`config.mk`:
```
export PLATFORM = sky130hd
export DESIGN_NAME = oclib_uart_framed
export DESIGN_NICKNAME = d
export VERILOG_FILES = /design/src/rtl/oclib_uart_framed.sv
export SDC_FILE = /design/constraint.sdc
export NUM_CORES = 1
export LEC_CHECK = 0
export BUFFER_PORTS_ARGS = -buffer_cell sky130_fd_sc_hd__buf_2
export CAP_MARGIN = 20
export CELL_PAD_IN_SITES_DETAIL_PLACEMENT = 2
export CELL_PAD_IN_SITES_GLOBAL_PLACEMENT = 2
export CORE_AREA = 2 2 106 108
export DETAILED_ROUTE_END_ITERATION = 7
export DIE_AREA = 0 0 108 110
export PLACE_DENSITY_LB_ADDON = 0.1
export SYNTH_ARGS = -nofsm -noshare
export SYNTH_HDL_FRONTEND = slang
export SYNTH_SLANG_ARGS = --single-unit
```
`constraint.sdc`:
```
create_clock -name clock -period 3.75 [get_ports clock]
set_input_delay 0.5625 -clock clock [delete_from_list [all_inputs] [get_ports clock]]
set_output_delay 0.5625 -clock clock [all_outputs]
set_load 0.02 [all_outputs]
```
`src/rtl/oclib_uart_framed.sv`:
```
// UART with compile-time frame format (5..9 data bits, none/odd/even parity, 1/2 stop bits),
// runtime baud divisor and an oversampled, majority-voted receiver with error reporting.
//
// TX state | meaning
// IDLE     | txReady high, waiting for a character
// START    | driving the start bit (0)
// DATA     | shifting data bits out LSB first
// PARITY   | driving the parity bit
// STOP     | driving StopBits stop bits (1)
//
// RX state  | meaning
// IDLE      | waiting for a synchronized 0
// START     | validating the start bit at mid-bit
// DATA      | sampling data bits
// PARITY    | sampling the parity bit
// STOP      | mid-stop decision: deliver, framing error or break
// WAIT_HIGH | after a break, waiting for the line to return high
module oclib_uart_framed #(
  parameter int DataBits   = 8,
  parameter int Parity     = 0,
  parameter int StopBits   = 1,
  parameter int Oversample = 16,
  parameter int DivWidth   = 16,
  parameter int SyncCycles = 3
) (
  input  logic                clock,
  input  logic                reset,
  input  logic [DivWidth-1:0] baudDiv,
  input  logic                rx,
  output logic                tx,
  input  logic [DataBits-1:0] txData,
  input  logic                txValid,
  output logic                txReady,
  output logic [DataBits-1:0] rxData,
  output logic                rxValid,
  input  logic                rxReady,
  output logic [3:0]          error
);

  localparam int OsW = $clog2(Oversample);
  localparam logic [OsW-1:0] OS_LAST = OsW'(Oversample - 1);
  localparam logic [OsW-1:0] MID_A   = OsW'(Oversample / 2 - 1);
  localparam logic [OsW-1:0] MID_B   = OsW'(Oversample / 2);
  localparam logic [OsW-1:0] MID_C   = OsW'(Oversample / 2 + 1);
  localparam logic [3:0]     DATA_LAST = 4'(DataBits - 1);
  localparam logic [3:0]     STOP_LAST = 4'(StopBits - 1);
  localparam logic           ODD = (Parity == 1);

  // tick generator; the divisor is latched at each wrap so a change applies to the next period
  logic [DivWidth-1:0] div_cnt;
  logic [DivWidth-1:0] div_lat;
  logic                tick;

  assign tick = (div_cnt == div_lat);

  always_ff @(posedge clock) begin
    if (reset) begin
      div_cnt <= '0;
      div_lat <= baudDiv;
    end else if (tick) begin
      div_cnt <= '0;
      div_lat <= baudDiv;
    end else begin
      div_cnt <= div_cnt + 1'b1;
    end
  end

  // ---------------- transmitter ----------------
  typedef enum logic [2:0] {TX_IDLE, TX_START, TX_DATA, TX_PARITY, TX_STOP} tx_state_t;

  tx_state_t           tx_state, tx_next;
  logic [OsW-1:0]      tx_os;
  logic [3:0]          tx_cnt;
  logic [DataBits-1:0] tx_sh;
  logic                tx_par;
  logic                tx_bit_end;
  logic                tx_line;

  assign tx_bit_end = tick && (tx_os == OS_LAST);
  assign txReady    = (tx_state == TX_IDLE) && !reset;
  assign tx         = reset ? 1'b1 : tx_line;

  always_comb begin
    tx_next = tx_state;
    tx_line = 1'b1;
    case (tx_state)
      TX_IDLE:   if (txValid) tx_next = TX_START;
      TX_START: begin
        tx_line = 1'b0;
        if (tx_bit_end) tx_next = TX_DATA;
      end
      TX_DATA: begin
        tx_line = tx_sh[0];
        if (tx_bit_end && tx_cnt == DATA_LAST) tx_next = (Parity != 0) ? TX_PARITY : TX_STOP;
      end
      TX_PARITY: begin
        tx_line = tx_par;
        if (tx_bit_end) tx_next = TX_STOP;
      end
      TX_STOP:   if (tx_bit_end && tx_cnt == STOP_LAST) tx_next = TX_IDLE;
      default:   tx_next = TX_IDLE;
    endcase
  end

  always_ff @(posedge clock) begin
    if (reset) begin
      tx_state <= TX_IDLE;
      tx_os    <= '0;
      tx_cnt   <= '0;
      tx_sh    <= '0;
      tx_par   <= 1'b0;
    end else begin
      tx_state <= tx_next;
      if (tx_state == TX_IDLE) begin
        tx_os  <= '0;
        tx_cnt <= '0;
        if (txValid) begin
          tx_sh  <= txData;
          tx_par <= (^txData) ^ ODD;
        end
      end else if (tick) begin
        tx_os <= tx_bit_end ? '0 : tx_os + 1'b1;
        if (tx_bit_end) begin
          tx_cnt <= (tx_next != tx_state) ? '0 : tx_cnt + 1'b1;
          if (tx_state == TX_DATA) tx_sh <= tx_sh >> 1;
        end
      end
    end
  end

  // ---------------- receiver ----------------
  typedef enum logic [2:0] {RX_IDLE, RX_START, RX_DATA, RX_PARITY, RX_STOP, RX_WAIT_HIGH} rx_state_t;

  logic [SyncCycles-1:0] rx_sync;
  logic                  rx_s;
  rx_state_t             rx_state, rx_next;
  logic [OsW-1:0]        rx_os;
  logic [3:0]            rx_cnt;
  logic [DataBits-1:0]   rx_sh;
  logic                  rx_parbit;
  logic                  rx_v0, rx_v1, rx_maj;
  logic                  rx_mid, rx_end;
  logic                  stop_dec, brk_c, frm_c, good_c, par_c, ovr_c;

  assign rx_s   = rx_sync[SyncCycles-1];
  assign rx_mid = tick && (rx_os == MID_C);
  assign rx_end = tick && (rx_os == OS_LAST);
  assign rx_maj = (rx_v0 & rx_v1) | (rx_v0 & rx_s) | (rx_v1 & rx_s);

  always_comb begin
    rx_next  = rx_state;
    stop_dec = (rx_state == RX_STOP) && rx_mid;
    brk_c    = stop_dec && !rx_maj && (rx_sh == '0) && ((Parity == 0) || !rx_parbit);
    frm_c    = stop_dec && !rx_maj && !brk_c;
    good_c   = stop_dec && rx_maj;
    par_c    = good_c && (Parity != 0) && (rx_parbit != ((^rx_sh) ^ ODD));
    ovr_c    = good_c && rxValid && !rxReady;
    case (rx_state)
      RX_IDLE:      if (!rx_s) rx_next = RX_START;
      RX_START: begin
        if (rx_mid && rx_maj) rx_next = RX_IDLE;
        else if (rx_end)      rx_next = RX_DATA;
      end
      RX_DATA:      if (rx_end && rx_cnt == DATA_LAST) rx_next = (Parity != 0) ? RX_PARITY : RX_STOP;
      RX_PARITY:    if (rx_end) rx_next = RX_STOP;
      RX_STOP:      if (rx_mid) rx_next = brk_c ? RX_WAIT_HIGH : RX_IDLE;
      RX_WAIT_HIGH: if (rx_s) rx_next = RX_IDLE;
      default:      rx_next = RX_IDLE;
    endcase
  end

  always_ff @(posedge clock) begin
    if (reset) begin
      rx_sync   <= '1;
      rx_state  <= RX_IDLE;
      rx_os     <= '0;
      rx_cnt    <= '0;
      rx_sh     <= '0;
      rx_parbit <= 1'b0;
      rx_v0     <= 1'b1;
      rx_v1     <= 1'b1;
      rxData    <= '0;
      rxValid   <= 1'b0;
      error     <= '0;
    end else begin
      rx_sync  <= {rx_sync[SyncCycles-2:0], rx};
      rx_state <= rx_next;
      error    <= {brk_c, ovr_c, par_c, frm_c};
      if (rx_state == RX_IDLE) begin
        rx_os  <= '0;
        rx_cnt <= '0;
      end else if (tick) begin
        rx_os <= rx_end ? '0 : rx_os + 1'b1;
        if (rx_os == MID_A) rx_v0 <= rx_s;
        if (rx_os == MID_B) rx_v1 <= rx_s;
        if (rx_mid && rx_state == RX_DATA)   rx_sh <= {rx_maj, rx_sh[DataBits-1:1]};
        if (rx_mid && rx_state == RX_PARITY) rx_parbit <= rx_maj;
        if (rx_end && rx_state == RX_DATA)   rx_cnt <= rx_cnt + 1'b1;
      end
      // single-entry output register: a full, unconsumed entry keeps its old character
      if (good_c && !(rxValid && !rxReady)) begin
        rxData  <= rx_sh;
        rxValid <= 1'b1;
      end else if (rxValid && rxReady) begin
        rxValid <= 1'b0;
      end
    end
  end

endmodule
```
# After elaboration in Yosys (flattened, before gate mapping)
# Index checks and enable logic that the tools add are counted.
# op_classes
n_addsub	5
mul	0
div_mod_pow	0
order_cmp	0
n_eq_ne	25
n_shift	0
n_mux	29
bitwise	6
n_reduce_logical	46
# op_table
cell	n
2-to-1 mux 8 bit	5
2-to-1 mux 3 bit	13
2-to-1 mux 16 bit	2
logical AND 1 bit	20
case mux 3 bit (6 select lines)	1
adder 16 x 1 -> 16 bit, second input constant	1
adder 4 x 1 -> 4 bit, second input constant	4
equality test 16 bit	1
equality test 4 bit, second input constant	4
case mux 3 bit (5 select lines)	1
equality test 3 x 2 -> 1 bit, second input constant	4
equality test 4 x 3 -> 1 bit, second input constant	3
2-to-1 mux 4 bit	3
inequality test 2 bit, second input constant	6
nonzero test 2 bit	5
equality test 3 bit, second input constant	3
AND reduction 3 bit	3
logical NOT 8 bit	1
XOR reduction 8 bit	1
equality test 3 x 1 -> 1 bit, second input constant	2
logical NOT 3 bit	2
AND reduction 2 bit	3
AND reduction 6 bit	1
OR reduction 2 bit	3
other kinds (10)	19
# totals
regBits	89
latchBits	0
ramBits	0
mem_bits_ro	0
in_bits	29
out_inout_bits	15
n_memories	0

# Longest topological paths before layout
# Gate-level depths: netlist (run 1).
# logic_depth
ltp_word	9
depth_mapped	9

# Worst setup path after synthesis (run 1)
# No wires, ideal clock.
# synth_path
kind	in2out
start	in reset
end	out txReady
t_arrival_ns	1.443
t_required_ns	3.188
path_slack_ns	1.745
path_stages	2
n_path_buf	1
path_cell_list	clkbuf_1 -> nor4_1
# synth_between
elab_chain_len	2
# synth_rtl
item	line	source
start: declaration	27	input logic reset,
logical NOT 1 bit	80	assign txReady = (tx_state == TX_IDLE) && !reset;
logical AND 1 bit	80	
end: declaration	33	output logic txReady,
# Every way passes these cells.

# Final worst setup path (run 1)
# layout_path
start	reg div_lat[7]
end	reg rxData[6]
# layout_between
elab_chain_len	5
# layout_rtl
item	line	source
start: declaration	51	logic [DivWidth-1:0] div_lat;
start signal: assignment	59	div_lat <= baudDiv;
start signal: assignment	62	div_lat <= baudDiv;
equality test 16 bit	54	assign tick = (div_cnt == div_lat);
logical AND 1 bit	146	assign rx_mid = tick && (rx_os == MID_C);
logical AND 1 bit	152	stop_dec = (rx_state == RX_STOP) && rx_mid;
logical AND 1 bit	155	good_c = stop_dec && rx_maj;
logical AND 1 bit	201	if (good_c && !(rxValid && !rxReady)) begin
end signal: assignment	202	rxData <= rx_sh;
end: declaration	34	output logic [DataBits-1:0] rxData,
# Every way passes these cells.
# A chain may end at the register's enable or synchronous reset.

==> flow_summary.yaml, run 1 <==
detailed_routing:
  vias: 3272
  wire_per_inst_um: 16.73
  finalWirelength_mm: 10.17
  viasPerCell: 5.382
  dr.pass1.iters: 4
  dr.first_iter.drc_count: 89
  remaining_drc_errors: 0
  antenna_left: 0
floorplan:
  coreArea_um2: 10700
  top_level_ports: 44
  initial_core_util: 0.3891
  die-area_um2: 11880
  die_y_um: 110
  fp.dieW_um: 108
  num_rows: 38
place:
  globalplace.congestion: 0.7246
  io_buffers: 42
  dpl.hpwl_mm: 7.336
final_layout:
  syn_to_final_growth_pct: 11.51
  fillCellCount: 1195
  drive_gt1_frac: 0.1774
  nets: 500
  diodes: 0
timing:
  period_minus_slack_ns: 2.460
  skew_ns: 0.006185
  slew_viol_final: 0
  final.setup.tns_ns: 0
  timing.final.crit_share: 0.6559
  max_slew_margin: 0.4575
  holdWs_ns: 0.3571
  grt_setup_unrepaired: "false"
  worstMarginPinSlew_ns: 0.8093
  final-setup-viol-count: 0
  final_hold_viol_count: 0
  fmax_ghz: 0.4066
power:
  pwr_density_cell_nw_per_um2: 388.3
  power.leakage_nw: 1.893
  peakVddDrop_uv: 248.4
critical_path:
  r2r_slack_ns: 1.29
  arrival_ns: 2.75
  cp-start-kind: "register"
  rr_worst_depth: 5
  reg2reg_to: "rxData[6]$_SDFFE_PP0P_"
  path_max_fanout: 12
  crit_type: "reg -> reg"
  timing.critical_path.from: "div_lat[7]$_DFFE_PP_"
  end_kind: "register"
  r2r_start: "div_lat[7]$_DFFE_PP_"
  endpoint: "rxData[6]$_SDFFE_PP0P_"
  required_ns: 4.04
global_route:
  antenna_found_initial: 0
  met1_usage: 0.2086
  grt_max_degree: 32
  grt_pass1_wl_mm: 16.84
  overflow: 0
  grtUsageMet3: 0.04879
  gr-max-usage-layer: "met2"
  use_met2: 0.3288
  grt_pass1_vias: 3492
  grtUsageTotal: 0.1824
cts:
  cts_made_buffers: 9
  hold_buffers: 0
  worstSkewPairLatency_ns: 0.37
  path_clk_slew_ns: 0.09
  numClockSinks: 88
  cts_setup_buffers: 0
  cts-htree-levels: 3
  cts_tree: "yes"
  ctsResizeCount: 0
  clk_path_buf_depth: 2
  root_buffer: "clkbuf_8"
yosys:
  ys.flop_type: "dfxtp_1"
  yosysTopAreaCell: "dfxtp_1"
  syn-cell-area_um2: 4163
  yosysTopAreaCellShare: 0.3463
  avgSynthCellArea_um2: 9.795
  yosysWarnings: 0
  async_flop_share: 0
  synth_seq_area_share: 0.4617
  yosys-top-cells-area: "dfxtp_1 35%, edfxtp_1 12%, mux2i_1 6.5%"
  syn_inst: 425
  synth_cell_type_count: 57
  synth_edf_count: 16
  synth.net_count: 462
  synth_seq_cells: 88
status:
  run_status: "completed"
min_path:
  worstHoldPathType: "in -> reg"
run:
  drv_cap: 0
-- area by class of cell --
cell class                      instances  area (um2)  share of cell area
Timing Repair Buffer                   47       247.7             0.05337
Multi-Input combinational cell        306        2092              0.4507
Clock buffer                           10       127.6             0.02749
Inverter                               11       41.29            0.008895
Tap cell                              140       175.2             0.03774
Sequential cell                        88        1922              0.4140
Clock inverter                          6       36.28            0.007817
-- worst min-delay path by stage --
stage	endpoint	cells past startpoint	slack, ns	startpoint
after floorplan	rx_sync[1]$_SDFF_PP1_	1	0.39	rx_sync[0]$_SDFF_PP1_
after global placement	rx_sync[1]$_SDFF_PP1_	1	0.39	rx_sync[0]$_SDFF_PP1_
after detailed placement	rx_sync[1]$_SDFF_PP1_	1	0.40	rx_sync[0]$_SDFF_PP1_
after CTS	div_lat[0]$_DFFE_PP_	1	0.34	baudDiv[0]
after global routing	div_lat[9]$_DFFE_PP_	1	0.34	baudDiv[9]
final	div_lat[0]$_DFFE_PP_	1	0.36	baudDiv[0]
-- metal layers --
layer / vias to the layer above / wire length, um / part of all wire
met5: - / 0 / 0
met3: 15 / 313 / 0.031
met2: 46 / 5193 / 0.51
met1: 1636 / 4484 / 0.44
met4: 0 / 180 / 0.018
li1: 1575 / - / -
-- synthesized netlist by cell type (2+ instances only) --
cell and instances:
dfxtp_1 72, a31o_2 3, o32ai_1 2, or4_1 2, nor4_2 3, or3_1 11
o21ai_0 11, o31ai_1 4, inv_1 10, edfxtp_1 16, mux2i_1 27, xor2_1 21
nand4_1 8, xnor2_1 16, buf_2 2, mux2_2 7, nor4_1 4, ha_1 8
nand3b_1 3, buf_4 2, a21oi_1 21, nor3_1 6, nand2_1 47, a21boi_0 2
nand4b_1 2, or2_2 4, nor4b_1 3, nand4_2 2, nand2b_1 2, nor2_1 33
nand3_1 10, nor2b_1 11, clkbuf_1 13, buf_6 3, and3_1 11, and4_1 2
-- critical path, cell delays in order, from the launching register on --
cell and delay (ns):
edfxtp_1 0.40, xor2_1 0.19, nor4_2 0.35, and4_1 0.66, nand4_2 0.48, mux2i_1 0.29
-- sequential cells by signal, indices dropped and copies added, names as in the netlist, 4 cells and up --
register,flops
div_lat,16
rx_os,4
tx_sh,8
rxData,8
div_cnt,16
rx_cnt,4
tx_cnt,4
rx_sh,8
tx_os,4
-- report_power, final --
group	leakage [nW]	total [mW]	switching, mW	internal, mW
logic	1.08	0.202	0.117	0.0850
registers	0.739	1.02	0.0277	0.990
clock network	0.0773	0.583	0.347	0.236
-- placed cells by master (no fill, tap or decap), types with 6 or more instances in the layout --
master     n
dfxtp_1   72
nand2_1   47
buf_2     42
nor2_1    33
mux2i_1   27
xor2_1    21
a21oi_1   21
xnor2_1   16
edfxtp_1  16
or3_1     11
and3_1    11
nor2b_1   11
o21ai_0   11
inv_1     10
nand3_1   10
clkbuf_8   9
nand4_1    8
ha_1       8
mux2_2     7
nor3_1     6
-- logic make-up (layout without fill, tap and decap cells) --
family | after synthesis | after routing | synth area share
xor gates and xnor gates | 37 | 37 | 0.07785
and+or+nand+nor | 171 | 171 | 0.2266
other | 1 | 1 | 0.0009008
adders and majority gates | 9 | 9 | 0.02645
AOI/OAI and AO/OA | 54 | 54 | 0.08687
buffers and inverters | 31 | 74 | 0.03577
muxes | 34 | 34 | 0.08386
DFF | 88 | 88 | 0.4617
-- through the flow --
step                      setup slack, ns    util  area (um2)  std cells  power, mW
after global placement              1.349  0.4186        4478        592      1.235
after floorplan                     1.745       -        4163        425      1.178
after CTS                           1.231  0.4339        4642        608      1.839
final                               1.290  0.4339        4642        608      1.802
after detailed placement            1.270  0.4186        4478        592      1.245
after global routing                1.015  0.4339        4642        608      1.892
No activity file was read; power rests on OpenSTA's default activity.
==> run 2, diff against run 1 <==
Settings changed: CORE_AREA 2 2 106 108 to 2 2 110 112, DIE_AREA 0 0 108 110 to 0 0 112 114.
Clock period 3.75 ns to 2.6 ns, I/O delays scaled along.
==> flow_summary.yaml, run 2 (synthesis results as in run 1) <==
critical_path:
  arrival_ns: 2.63
  reg2reg_to: "rxData[5]$_SDFFE_PP0P_"
  end_kind: "register"
  r2r_start: "div_lat[9]$_DFFE_PP_"
  path_max_fanout: 10
  cp-start-kind: "register"
  required_ns: 2.85
  rr_worst_depth: 5
  crit_type: "reg -> reg"
  r2r_slack_ns: 0.23
min_path:
  holdPathEnd: "div_lat[10]$_DFFE_PP_"
  whs_path_depth: 1
  worstHoldPathType: "in -> reg"
  hold_start: "baudDiv[10]"
final_layout:
  diodes: 0
  final_cell_area_um2: 4880
  reg.largest.list: "div_cnt (16), div_lat (16)"
  layout_common_cells: "72 x dfxtp_1, 47 x nand2_1, 42 x buf_2"
  seq_area_um2: 1922
  final_core_util: 0.4167
  drive_gt1_frac: 0.1839
  fillCellCount: 1266
  multi_input_area_um2: 2092
  layout_commonest_cell: "dfxtp_1"
  nets: 505
  syn_to_final_growth_pct: 17.22
place:
  globalplace.congestion: 0.7309
  place_area_um2: 4549
  io_buffers: 42
  dpl.hpwl_mm: 7.249
floorplan:
  fp.dieW_um: 112
  initial_core_util: 0.3554
  coreArea_um2: 11710
  die_y_um: 114
  num_rows: 40
  die-area_um2: 12770
  top_level_ports: 44
detailed_routing:
  viasPerCell: 5.177
  finalWirelength_mm: 10.13
  dr.first_iter.drc_count: 100
  vias: 3210
  antenna_left: 0
  remaining_drc_errors: 0
  dr.pass1.iters: 4
  wire_per_inst_um: 16.34
cts:
  ctsResizeCount: 0
  hold_buffers: 0
  cts_setup_buffers: 0
  clk_path_buf_depth: 2
  cts_made_buffers: 9
  cts_tree: "yes"
  worstSkewPairLatency_ns: 0.34
  cts-htree-levels: 3
  path_clk_slew_ns: 0.06
  root_buffer: "clkbuf_16"
  numClockSinks: 88
timing:
  timing.final.crit_share: 0.9132
  period_minus_slack_ns: 2.374
  slew_viol_final: 0
  fmax_ghz: 0.4212
  worstMarginPinSlew_ns: 0.5168
  max_slew_margin: 0.6555
  final.setup.tns_ns: 0
  final_hold_viol_count: 0
  final-setup-viol-count: 0
  skew_ns: 0.007628
  grt_setup_unrepaired: "false"
global_route:
  grt_pass1_vias: 3425
  grt_max_degree: 32
  grt_pass1_wl_mm: 16.97
  antenna_found_initial: 0
  grtUsageTotal: 0.1678
  overflow: 0
power:
  peakVddDrop_uv: 251.6
  switching_share: 0.2224
  power.leakage_nw: 2.010
  p_clk_frac: 0.450
  pwr_density_cell_nw_per_um2: 659.3
  comb_power_share: 0.094
  internal_power_mw: 2.501
  switchingPower_mw: 0.7155
  pwr-share-seq: 0.456
run:
  drv_cap: 0
status:
  run_status: "completed"
run 2: worst max-delay path by stage:
| stage | startpoint | endpoint | depth (start not counted) |
|---|---|---|---|
| finish | div_lat[9]$_DFFE_PP_ | rxData[5]$_SDFFE_PP0P_ | 5 |
| global route | div_lat[9]$_DFFE_PP_ | rxData[7]$_SDFFE_PP0P_ | 5 |
| CTS | div_lat[9]$_DFFE_PP_ | rxData[5]$_SDFFE_PP0P_ | 5 |
| detailed placement | div_lat[9]$_DFFE_PP_ | rxData[5]$_SDFFE_PP0P_ | 5 |
| global placement | div_lat[9]$_DFFE_PP_ | rxData[1]$_SDFFE_PP0P_ | 5 |
| floorplan | div_lat[9]$_DFFE_PP_ | div_lat[0]$_DFFE_PP_ | 5 |
run 2: area by class of cell:
class                      instances  area share
multi-input combinational        306      0.4287
clock inverter                     4     0.01923
timing repair buffer              52     0.06359
clock buffer                      12     0.04846
tap                              147     0.03769
sequential                        88      0.3938
inverter                          11    0.008462
run 2: power groups by stage:
stage	sequential [mW]	combinational, mW	clock, mW
after floorplan	1.47	0.227	0
after global placement	1.50	0.302	0
after detailed placement	1.50	0.306	0
after CTS	1.47	0.310	1.50
after global routing	1.47	0.342	1.56
final	1.47	0.303	1.45
run 2: per-stage QoR:
stage,power (mW),hold WS (ns),cells,setup slack [ns]
final,3.217,0.2215,620,0.2257
after global routing,3.378,0.2095,620,0.03557
after CTS,3.278,0.2073,620,0.1350
after detailed placement,1.805,0.4005,604,0.1729
after global placement,1.799,0.3924,604,0.2962
after floorplan,1.699,0.3895,425,0.6257
run 2: critical path, stage by stage (launching register included):
cell	delay, ns
edfxtp_1	0.39
xor2_1	0.19
nor4_2	0.36
and4_1	0.58
nand4_2	0.45
mux2i_1	0.31
run 2: per-layer routing:
metal  wire length, um  track usage  part of all wire  up-vias
li1                  -            -                 -     1583
met1              4532       0.1958              0.45     1586
met3               222      0.02976             0.022       11
met4               189      0.07317             0.019        0
met2              5183       0.3030              0.51       30
met5                 0            0                 0        -
